==> src/rtl/layer_mac_sequencer.sv <==
// One 4-input, 4-neuron layer evaluated on a single time-multiplexed MAC.
// Each neuron takes a 6-cycle BIAS/MAC x4/ACT pass; y/fire/done publish together after the last neuron.
module layer_mac_sequencer #(
  parameter int unsigned FRAC_BITS = 4,
  parameter int unsigned ACC_W     = 18
) (
  input  logic       clk,
  input  logic       rst_n,
  input  logic       start,
  input  logic [7:0] x0,
  input  logic [7:0] x1,
  input  logic [7:0] x2,
  input  logic [7:0] x3,
  input  logic [7:0] w00,
  input  logic [7:0] w01,
  input  logic [7:0] w02,
  input  logic [7:0] w03,
  input  logic [7:0] w10,
  input  logic [7:0] w11,
  input  logic [7:0] w12,
  input  logic [7:0] w13,
  input  logic [7:0] w20,
  input  logic [7:0] w21,
  input  logic [7:0] w22,
  input  logic [7:0] w23,
  input  logic [7:0] w30,
  input  logic [7:0] w31,
  input  logic [7:0] w32,
  input  logic [7:0] w33,
  input  logic [7:0] b0,
  input  logic [7:0] b1,
  input  logic [7:0] b2,
  input  logic [7:0] b3,
  output logic       busy,
  output logic       param_lock,
  output logic       done,
  output logic [7:0] y0,
  output logic [7:0] y1,
  output logic [7:0] y2,
  output logic [7:0] y3,
  output logic [3:0] fire
);

  localparam int unsigned DW = 8;
  localparam int unsigned PW = 2 * DW;

  localparam logic [1:0] S_IDLE = 2'd0;
  localparam logic [1:0] S_BIAS = 2'd1;
  localparam logic [1:0] S_MAC  = 2'd2;
  localparam logic [1:0] S_ACT  = 2'd3;

  logic [1:0]              r_state;
  logic [1:0]              w_state_nxt;
  logic [1:0]              r_n;
  logic [1:0]              r_k;
  logic signed [ACC_W-1:0] r_acc;
  logic [DW-1:0]           r_x [4];
  logic [DW-1:0]           r_res [4];
  logic [3:0]              r_fire_nxt;
  logic                    r_busy;
  logic                    r_done;
  logic [DW-1:0]           r_y [4];
  logic [3:0]              r_fire;

  logic [DW-1:0]           w_w;
  logic [DW-1:0]           w_x;
  logic [DW-1:0]           w_b;
  logic signed [PW-1:0]    w_prod;
  logic signed [ACC_W-1:0] w_prod_ext;
  logic signed [ACC_W-1:0] w_bias_ext;
  logic signed [ACC_W-1:0] w_bias_acc;
  logic signed [ACC_W-1:0] w_r;
  logic [DW-1:0]           w_relu;
  logic                    w_pos;

  // Weight select: row is the neuron, column is the input index.
  always_comb begin
    w_w = '0;
    case ({r_n, r_k})
      4'd0:  w_w = w00;
      4'd1:  w_w = w01;
      4'd2:  w_w = w02;
      4'd3:  w_w = w03;
      4'd4:  w_w = w10;
      4'd5:  w_w = w11;
      4'd6:  w_w = w12;
      4'd7:  w_w = w13;
      4'd8:  w_w = w20;
      4'd9:  w_w = w21;
      4'd10: w_w = w22;
      4'd11: w_w = w23;
      4'd12: w_w = w30;
      4'd13: w_w = w31;
      4'd14: w_w = w32;
      default: w_w = w33;
    endcase
  end

  always_comb begin
    w_b = '0;
    case (r_n)
      2'd0:    w_b = b0;
      2'd1:    w_b = b1;
      2'd2:    w_b = b2;
      default: w_b = b3;
    endcase
  end

  assign w_x        = r_x[r_k];
  assign w_prod     = $signed({{DW{w_w[DW-1]}}, w_w}) * $signed({{DW{w_x[DW-1]}}, w_x});
  assign w_prod_ext = {{(ACC_W-PW){w_prod[PW-1]}}, w_prod};
  // Bias moves onto the product scale, which carries 2*FRAC_BITS fraction bits.
  assign w_bias_ext = {{(ACC_W-DW){w_b[DW-1]}}, w_b};
  assign w_bias_acc = w_bias_ext <<< FRAC_BITS;

  assign w_r   = r_acc >>> FRAC_BITS;
  assign w_pos = !r_acc[ACC_W-1] && (r_acc != '0);

  always_comb begin
    w_relu = w_r[DW-1:0];
    if (w_r[ACC_W-1] || (w_r == '0)) begin
      w_relu = '0;
    end else if (|w_r[ACC_W-2:DW-1]) begin
      w_relu = 8'd127;
    end
  end

  always_ff @(posedge clk or negedge rst_n) begin
    if (!rst_n) r_state <= S_IDLE;
    else        r_state <= w_state_nxt;
  end

  always_comb begin
    w_state_nxt = r_state;
    case (r_state)
      S_IDLE:  if (start) w_state_nxt = S_BIAS;
      S_BIAS:  w_state_nxt = S_MAC;
      S_MAC:   if (r_k == 2'd3) w_state_nxt = S_ACT;
      default: w_state_nxt = (r_n == 2'd3) ? S_IDLE : S_BIAS;
    endcase
  end

  always_ff @(posedge clk or negedge rst_n) begin
    if (!rst_n) begin
      r_n        <= '0;
      r_k        <= '0;
      r_acc      <= '0;
      r_fire_nxt <= '0;
      r_busy     <= 1'b0;
      r_done     <= 1'b0;
      r_fire     <= '0;
      for (int i = 0; i < 4; i++) begin
        r_x[i]   <= '0;
        r_res[i] <= '0;
        r_y[i]   <= '0;
      end
    end else begin
      r_done <= 1'b0;
      case (r_state)
        S_IDLE: begin
          if (start) begin
            r_x    <= '{x0, x1, x2, x3};
            r_n    <= '0;
            r_busy <= 1'b1;
          end
        end
        S_BIAS: begin
          r_acc <= w_bias_acc;
          r_k   <= '0;
        end
        S_MAC: begin
          r_acc <= r_acc + w_prod_ext;
          r_k   <= r_k + 2'd1;
        end
        default: begin
          r_res[r_n]      <= w_relu;
          r_fire_nxt[r_n] <= w_pos;
          if (r_n == 2'd3) begin
            // Last neuron: publish all four results at once, the current one straight from ACT.
            r_y    <= '{r_res[0], r_res[1], r_res[2], w_relu};
            r_fire <= {w_pos, r_fire_nxt[2:0]};
            r_done <= 1'b1;
            r_busy <= 1'b0;
          end else begin
            r_n <= r_n + 2'd1;
          end
        end
      endcase
    end
  end

  assign busy       = r_busy;
  assign param_lock = r_busy;
  assign done       = r_done;
  assign y0         = r_y[0];
  assign y1         = r_y[1];
  assign y2         = r_y[2];
  assign y3         = r_y[3];
  assign fire       = r_fire;

endmodule

==> config.mk <==
export PLATFORM = sky130hd
export DESIGN_NAME = layer_mac_sequencer
export DESIGN_NICKNAME = d
export VERILOG_FILES = /design/src/rtl/layer_mac_sequencer.sv
export SDC_FILE = /design/constraint.sdc
export NUM_CORES = 1
export LEC_CHECK = 0
export ABC_AREA = 1
export ABC_CLOCK_PERIOD_IN_PS = 7500
export CAP_MARGIN = 10
export CORE_ASPECT_RATIO = 1.4
export CORE_MARGIN = 2
export CORE_UTILIZATION = 45
export CTS_BUF_LIST = sky130_fd_sc_hd__clkbuf_8
export DETAILED_ROUTE_END_ITERATION = 12
export PLACE_DENSITY = 0.7
export SYNTH_ARGS = -nofsm -noshare
export SYNTH_HDL_FRONTEND = slang
export SYNTH_SLANG_ARGS = --single-unit
==> constraint.sdc <==
create_clock -name clk -period 7.5 [get_ports clk]
set_clock_uncertainty 0.05 [all_clocks]
set_input_delay 1.5 -clock clk [delete_from_list [all_inputs] [get_ports clk]]
set_output_delay 1.5 -clock clk [all_outputs]
set_load 0.005 [all_outputs]
==> results.toml <==
[run_status]
status = "completed"

[setup_path]
worstSetupPathType = "reg2reg"
slowest_delay_ns = 0.83
arrival_ns = 7.16
worst-endpoint-required_ns = 7.84
cp-end-kind = "flop"
path_common_cell = "nand2_1"
start_kind = "flop"
slowest_stage = "nor2_1"
cp_max_fo = 13

[global_route]
grt_pass1_vias = 9472
track_usage_pct = 28.0
grt_antenna_before_repair = 0
overflow = 0
grt_pass1_wl_um = 49300
grt_max_degree = 70

[drt]
wire_per_inst_um = 17.5
vias_per_cell = 5.26
drt-initial-drc-count = 541
via_count = 9336
first_pass_iters = 5
ant_nets = 0
routed_wl_um = 31200
drc_errors = 0

[clock_tree]
ctsResizeCount = 0
ctsHoldBuffers = 0
cts_sinks = 121
htreeDepth = 4
cts_tree = "built"
numCtsBuffers = 17
post_cts_buffers = 0
path_clk_slew_ns = 0.08
cts_max_path_buffers = 2
root_buffer = "clkbuf_8"
clock_latency_ns = 0.48

[floorplan]
initial_core_util_pct = 45.5
core_um2 = 21600
ios = 234
dieArea_um2 = 23100
die_w_um = 129
die_h_um = 179
rows = 64

[synthesis]
synth_top_area_share_pct = 30.8
synth_nets = 1608
synth-seq-cells = 121
ys_seq_area_share_pct = 30.8
yosys.cell_count.top_type = "nand2_1"
synthArstFlopShare_pct = 100
synthCells = 1279
yosys_warnings = 0
ys_dominant_reg_cell = "dfrtp_1"
synth_common_cells = "414 x nand2_1, 166 x inv_1, 121 x dfrtp_1"
synth_cell_types = 44
synth_area_per_cell_um2 = 7.69
synth_edf_count = 0
synth_area_um2 = 9840
synth.area.top_cells = "dfrtp_1 31%, fa_1 16%, nand2_1 16%"
yosysTopAreaCell = "dfrtp_1"

[run]
cap_violations = 0

[final_layout]
area_growth_pct = 29.9
drive_above_1_share_pct = 5.16
finalNetCount = 1828
diodes = 0
instances_no_fill = 1776

[place]
hpwlAfterDp_um = 24400
placed_cells = 1744
globalplace.congestion = 0.944
portBuffers = 233

[sta]
post-route-min-period_ns = 6.82
final-setup-viol-count = 0
worst_slew_pin_slew_ns = 1.07
maxSlewHeadroom_pct = 28.7
hold_violations = 0
setup-tns-final_ns = 0
rsz0062_at_grt = "false"
slew_viol_final = 0
max_freq_mhz = 147
post-route-period-util_pct = 90.9

[worst_hold_path]
min_path_type = "reg2reg"
path summary, 6_finish.rpt:
path | startpoint | cells after the start | slack [ns] | end
worst min-delay path | r_x[26]$_DFFE_PN0P_ | 2 | 0.42 | r_x[26]$_DFFE_PN0P_
min in group asynchronous | rst_n | 1 | 1.02 | r_x[13]$_DFFE_PN0P_
max in group asynchronous | rst_n | 2 | 5.01 | r_res[19]$_DFFE_PN0P_
worst min register to register | r_x[26]$_DFFE_PN0P_ | 2 | 0.42 | r_x[26]$_DFFE_PN0P_
worst max register to register | r_n[0]$_DFFE_PN0P_ | 27 | 0.68 | r_acc[17]$_DFFE_PN0P_
worst max-delay path | r_n[0]$_DFFE_PN0P_ | 27 | 0.68 | r_acc[17]$_DFFE_PN0P_
sequential cells by signal (all words and copies together), names as in the netlist:
signal      cells
r_x            32
r_res          24
r_acc          18
y0              8
y1              8
y2              8
y3              8
fire            4
r_fire_nxt      3
r_k             2
r_n             2
r_state         2
busy            1
done            1
cells by family after synthesis:
| logic type | Yosys count | synth area share, % |
|---|---|---|
| buf+inv | 218 | 8.73 |
| xor+xnor | 4 | 0.356 |
| simple gates | 658 | 28.4 |
| flops | 121 | 30.8 |
| compound gates | 144 | 8.49 |
| fa+ha+maj | 134 | 23.2 |
stage by stage:
step | setup WS (ns) | cell area [um^2] | hold slack (ns) | utilization (%)
after global routing | 0.192 | 12800 | 0.438 | 59.1
after global placement | 0.327 | 12400 | 0.402 | 57.3
after CTS | 0.686 | 12800 | 0.425 | 59.1
after floorplan | 1.41 | 9840 | 0.391 | -
after detailed placement | 0.314 | 12400 | 0.408 | 57.3
final | 0.682 | 12800 | 0.424 | 59.1
cells in the final DEF, fill, tap and decap left out, types with 3 or more instances in the layout:
| master | instances |
|---|---|
| fa_1 | 81 |
| nand4_1 | 28 |
| o21ai_0 | 65 |
| clkbuf_8 | 18 |
| a32oi_1 | 6 |
| o21bai_1 | 4 |
| nor2_1 | 85 |
| or2_2 | 15 |
| a22oi_1 | 7 |
| nand3b_1 | 5 |
| buf_4 | 15 |
| or2_0 | 3 |
| nand3_1 | 89 |
| inv_6 | 5 |
| nand2_1 | 414 |
| nand2_2 | 3 |
| ha_1 | 53 |
| a32o_1 | 3 |
| a21oi_1 | 42 |
| clkdlybuf4s50_1 | 232 |
| o211ai_1 | 3 |
| inv_2 | 5 |
| inv_1 | 167 |
| a31oi_1 | 6 |
| dfrtp_1 | 121 |
| nor3_1 | 4 |
per-layer routing:
metal / share of wire (%) / vias to the layer above / global-route usage [%]
met5: 0 / - / 0
li1: - / 4492 / -
met3: 5.7 / 87 / 5.22
met4: 4.5 / 0 / 13.5
met2: 51 / 293 / 50.3
met1: 39 / 4464 / 31.9
final cells by class:
type | instances | area [um^2]
fillers | 2007 | 8850
multi-input cells | 940 | 5950
flip-flops and latches | 121 | 3030
repair buffers | 247 | 2430
inverters | 172 | 646
well taps | 264 | 330
clock buffers | 18 | 248
clock inverters | 14 | 138
worst max-delay path, delay by kind of cell, from the launching register on:
kind / cells / cell delay, ns
buffers and inverters: 3 / 0.49
DFF: 1 / 0.44
adders and majority gates: 7 / 3.26
AOI/OAI and AO/OA: 1 / 0.15
and+or+nand+nor: 16 / 2.34
Power is left out: the tool's default activity adds up to more than one toggle a clock period on the data nets, which glitch-free logic cannot reach.
==> patch 1: new RTL, config.mk and constraints unchanged <==
Change the parameter `ACC_W` from 18 to 26.
--- a/src/rtl/layer_mac_sequencer.sv
+++ b/src/rtl/layer_mac_sequencer.sv
@@ -2,7 +2,7 @@
 // Each neuron takes a 6-cycle BIAS/MAC x4/ACT pass; y/fire/done publish together after the last neuron.
 module layer_mac_sequencer #(
   parameter int unsigned FRAC_BITS = 4,
-  parameter int unsigned ACC_W     = 18
+  parameter int unsigned ACC_W     = 26
 ) (
   input  logic       clk,
   input  logic       rst_n,
Formal check against the unedited RTL: no difference found for any inputs over 10 cycles, from zero or initial values and one cycle with rst_n low; that may be too few to reach the edited logic, so the function may still have changed.
==> patch 1 against the unedited design <==
Fmax fell by 2.4%. Sequential share of layout area down 1.9 points. Setup slack got worse by 0.17 ns. Critical path depth decreased by 2. Design area grew 16%. Utilization shrank 1.9 points. Hold slack barely moved. Synthesized area is 20% higher. Sequential cell count is 8 higher. Wire length grew 19%. Critical path type is now in2reg. Critical endpoint is now r_acc[21]$_DFFE_PN0P_. Highest routed layer unchanged.
Power is not shown: default switching activity piles up to over one toggle a cycle in this logic, so the estimate is an artifact.
==> patch 1: results (changes against the unedited design) <==
- The flow ran to the end, and the final reports show no timing, DRC or antenna violations.
- Largest registers: r_x: 32 flops, r_acc: 26 flops, r_res: 24 flops
- Worst endpoint data arrival time: 7.33 ns (+0.17 ns)
- Sum of net half-perimeters after detailed placement: 29.89 mm (+23%)
- Met1 track demand over resource: 0.3286 (+0.009281)
- The most critical setup path has its startpoint at w01[7].
- Met3 wirelength from detailed routing: 2.245 mm (+26%)
- The weighted congestion reported at the end of routability-driven placement came to 0.9627 (+1.9%).
- Wire length per cell: 17.54 µm (about the same)
* Source of the worst hold timing path: r_res[25]$_DFFE_PN0P_
- Minimum setup slack after placement: 0.07680 ns (-0.2368 ns)
- Yosys attributes the largest share of cell area to sky130_fd_sc_hd__dfrtp_1 27%, sky130_fd_sc_hd__fa_1 18%, sky130_fd_sc_hd__nand2_1 16%.
* Sequential element share of the synthesized area: 0.2734 (-0.03449)
* Wire length on met1: 14.27 mm (+18%)
* Synthesized net count: 1,913 (+19%)
- The biggest fanout along the worst timing path came to 7 (-6).
- The path with the worst hold slack has its endpoint at y0[1]$_DFFE_PN0P_.
* Largest net degree at the start of global routing: 80 (+14%)
* Number of standard cells in the layout, taps in and fillers out: 2,108 (+19%)
* Count of fill cells added during filler insertion: 2,456 (+22%)
- In this run the worst setup path terminates at r_acc[21]$_DFFE_PN0P_.
- The cell area after placement is 0.01443 mm² (+16%).
- The met2 routed wirelength was 18.56 mm (+17%).
* Internal reg-to-reg setup slack: 0.56 ns (-0.12 ns)
- Post-synthesis cell type count: 49 (+11%)
* Beginning of the worst register-to-register path: r_k[0]$_DFFE_PN0P_
- The cell count after placement was 2,074 (+19%).
* Iteration-0 DRC count of the detailed router: 775 (+43%)
- Most instantiated cells after synthesis: 511 x sky130_fd_sc_hd__nand2_1, 206 x sky130_fd_sc_hd__inv_1, 129 x sky130_fd_sc_hd__dfrtp_1
- The synthesized area divided by synthesized cell count is 7.648 µm² (-0.55%).
- First-pass GRT wire length: 59.28 mm (+20%)
-- patch 1: logic make-up (layout without fill, tap and decap cells) --
family | count (synthesis) | after routing | share of synthesized area
other cells | 0 | 2 | 0
xor+xnor | 12 | 12 | 0.008901
flops | 129 | 129 | 0.2734
compound gates | 154 | 154 | 0.07968
simple gates | 813 | 813 | 0.2962
fa+ha+maj | 174 | 174 | 0.2505
buf+inv | 262 | 500 | 0.09133
-- patch 1: area by class of cell --
class                      count  area, µm²  share of cell area
multi-input combinational   1153       7502              0.5060
sequential                   129       3228              0.2177
timing repair buffer         255       2495              0.1683
inverter                     213      799.5             0.05393
tap                          324      405.4             0.02734
clock buffer                  17      234.0             0.01578
clock inverter                15      156.4             0.01055
antenna                        2      5.005           0.0003376
==> patch 2: new RTL, same settings <==
Made on the original files. Make the reset (`rst_n`) synchronous in 2 clocked blocks.
--- a/src/rtl/layer_mac_sequencer.sv
+++ b/src/rtl/layer_mac_sequencer.sv
@@ -125,7 +125,7 @@
     end
   end
 
-  always_ff @(posedge clk or negedge rst_n) begin
+  always_ff @(posedge clk) begin
     if (!rst_n) r_state <= S_IDLE;
     else        r_state <= w_state_nxt;
   end
@@ -140,7 +140,7 @@
     endcase
   end
 
-  always_ff @(posedge clk or negedge rst_n) begin
+  always_ff @(posedge clk) begin
     if (!rst_n) begin
       r_n        <= '0;
       r_k        <= '0;
Function: differs if rst_n is asserted again (counterexample within 4 cycles, from zero or initial values and one cycle with rst_n low); with rst_n held inactive, the same outputs for 10 cycles.
==> patch 2 against the unedited design <==
Sequential share of layout area fell by 2.3 points. Critical path depth fell by 1. Setup slack improved by 0.037 ns. Non-clock buffer count rose by 1. Critical endpoint is now r_acc[17]$_SDFFE_PN0P_. Wire length fell by 4.1%. Count of clock-buffer cells in the layout did not move. Sequential cell count did not move. Die area fell by 3.3%. Design area fell by 2.4%. First-iteration DRC count rose by 14%. Synthesized area fell by 3.4%.
Power is not shown: default switching activity piles up to over one toggle a cycle in this logic, so the estimate is an artifact.
==> patch 2: results (changes against the unedited design) <==
- Async set-reset flop share out of synthesis: 0 (-1.000)
- Sum of net half-perimeters after detailed placement: 23.69 mm (-2.9%)
* Post-synthesis cell count: 1,270 (-0.70%)
- Count of inserted antenna diode cells: 0 (unchanged)
- Post-synth EDFFs: 24 (+24)
- Vias in the first global route: 9,357 (-1.2%)
* Share of cells above drive strength 1: 0.05726 (+0.005670)
- Worst Hold Class: reg2reg
- The tree is rooted in a sky130_fd_sc_hd__clkbuf_8.
- The worst-skew pair later-pin latency came to 0.45 ns (-0.03 ns).
- Last weighted congestion value of the routability-driven placer: 0.9836 (+4.2%)
- Post-Place Cells: 1,726 (-1.0%)
- IO Port Bufs: 233 (unchanged)
* Worst endpoint data arrival time: 7.04 ns (-0.12 ns)
- Vias: 9,304 (-0.34%)
* CP max stage cell: sky130_fd_sc_hd__nor2_1
- The fraction of the yosys area taken by sequential cells was 0.2802 (-0.02766).
- The maximum number of pins on one net before global-route repair is 84 (+20%).
* First-pass GRT wire length: 47.93 mm (-2.7%)
- The count of cell types in the netlist is 50 (+14%).
- The worst register-to-register path begins at r_n[0]$_SDFFE_PN0P_.
- Most instantiated cells after synthesis: 235 x sky130_fd_sc_hd__nand2_1, 220 x sky130_fd_sc_hd__nor2_1, 143 x sky130_fd_sc_hd__inv_1
- The number of gates resized after CTS is 0 (unchanged).
- Number of buffers inserted by post-CTS setup repair: 0 (unchanged)
- The total routing usage reported by global routing came to 0.2737 (-0.006541).
* Yosys warnings: 0 (unchanged)
- Ranked by total cell area, the synthesized netlist is headed by sky130_fd_sc_hd__dfxtp_1 20%, sky130_fd_sc_hd__fa_1 17%, sky130_fd_sc_hd__nand2_1 9.3%.
* Final routed wirelength across all metal layers: 29.87 mm (-4.1%)
- The biggest fanout along the worst timing path was 12 (-1).
* Largest registers: r_x: 32 flops, r_res: 24 flops, r_acc: 18 flops
- Number of standard cells in the layout, taps in and fillers out: 1,758 (-1.0%)
* Placed Instance Area: 0.01206 mm² (-2.7%)
* Biggest cell delay along the critical path: 0.78 ns (-0.05 ns)
* Critical Path Source: r_n[0]$_SDFFE_PN0P_
- Result of the run: completed
- The synthesized design spends more area on one cell type than any other, namely sky130_fd_sc_hd__dfxtp_1.
- The startpoint identified for the worst hold timing path is y3[7]$_SDFFE_PN0P_.
- Relative slew slack: 0.3132 (+0.02649)
- The first-iteration detailed-routing DRC count was 617 (+14%).
- Number of antenna violations at the first check in global routing: 0 (unchanged)
## patch 2: logic make-up (layout without fill, tap and decap cells)
family | after synthesis | count (layout) | synth area share
simple gates | 595 | 595 | 0.2664
compound gates | 206 | 206 | 0.1211
buf+inv | 205 | 435 | 0.08374
fa+ha+maj | 135 | 135 | 0.2417
flops | 121 | 121 | 0.2802
xor+xnor | 7 | 7 | 0.006452
other cells | 1 | 3 | 0.0003946
## patch 2: final timing paths
path / end / slack, ns / cells past startpoint
setup reg to reg: r_acc[17]$_SDFFE_PN0P_ / 0.72 / 26
hold reg to reg: y3[7]$_SDFFE_PN0P_ / 0.39 / 2
setup / recovery: r_acc[17]$_SDFFE_PN0P_ / 0.72 / 26
hold / removal: y3[7]$_SDFFE_PN0P_ / 0.39 / 2
## patch 2: area by class of cell
cell class | count | area [µm²]
repair buffers | 248 | 2440
clock buffers | 18 | 247.7
flip-flops and latches | 121 | 2663
well taps | 256 | 320.3
clock inverters | 14 | 162.7
fillers | 1933 | 8168
inverters | 155 | 581.8
multi-input cells | 946 | 6052
## patch 2: metal layers
layer  GRT usage  part of all wire
met3     0.04242             0.037
met4     0.08562             0.029
met2      0.4926              0.52
met5           0                 0
met1      0.3355              0.41
## patch 2: tightest hold or removal path, delay by kind of cell, from the launching register on
kind	cells	cell delay (ns)
flip-flops	1	0.32
AND/OR/NAND/NOR	2	0.08
## patch 2: per-stage QoR
| step | setup WS [ns] | hold WS, ns | utilization |
|---|---|---|---|
| 2_1_floorplan | 0.9713 | 0.3797 | - |
| 3_3_place_gp | 0.5525 | 0.3696 | 0.5843 |
| 3_5_place_dp | 0.4315 | 0.3819 | 0.5843 |
| 4_1_cts | 0.6738 | 0.3933 | 0.6042 |
| 5_1_grt | 0.1308 | 0.4244 | 0.6042 |
| 6_report | 0.7185 | 0.3886 | 0.6042 |
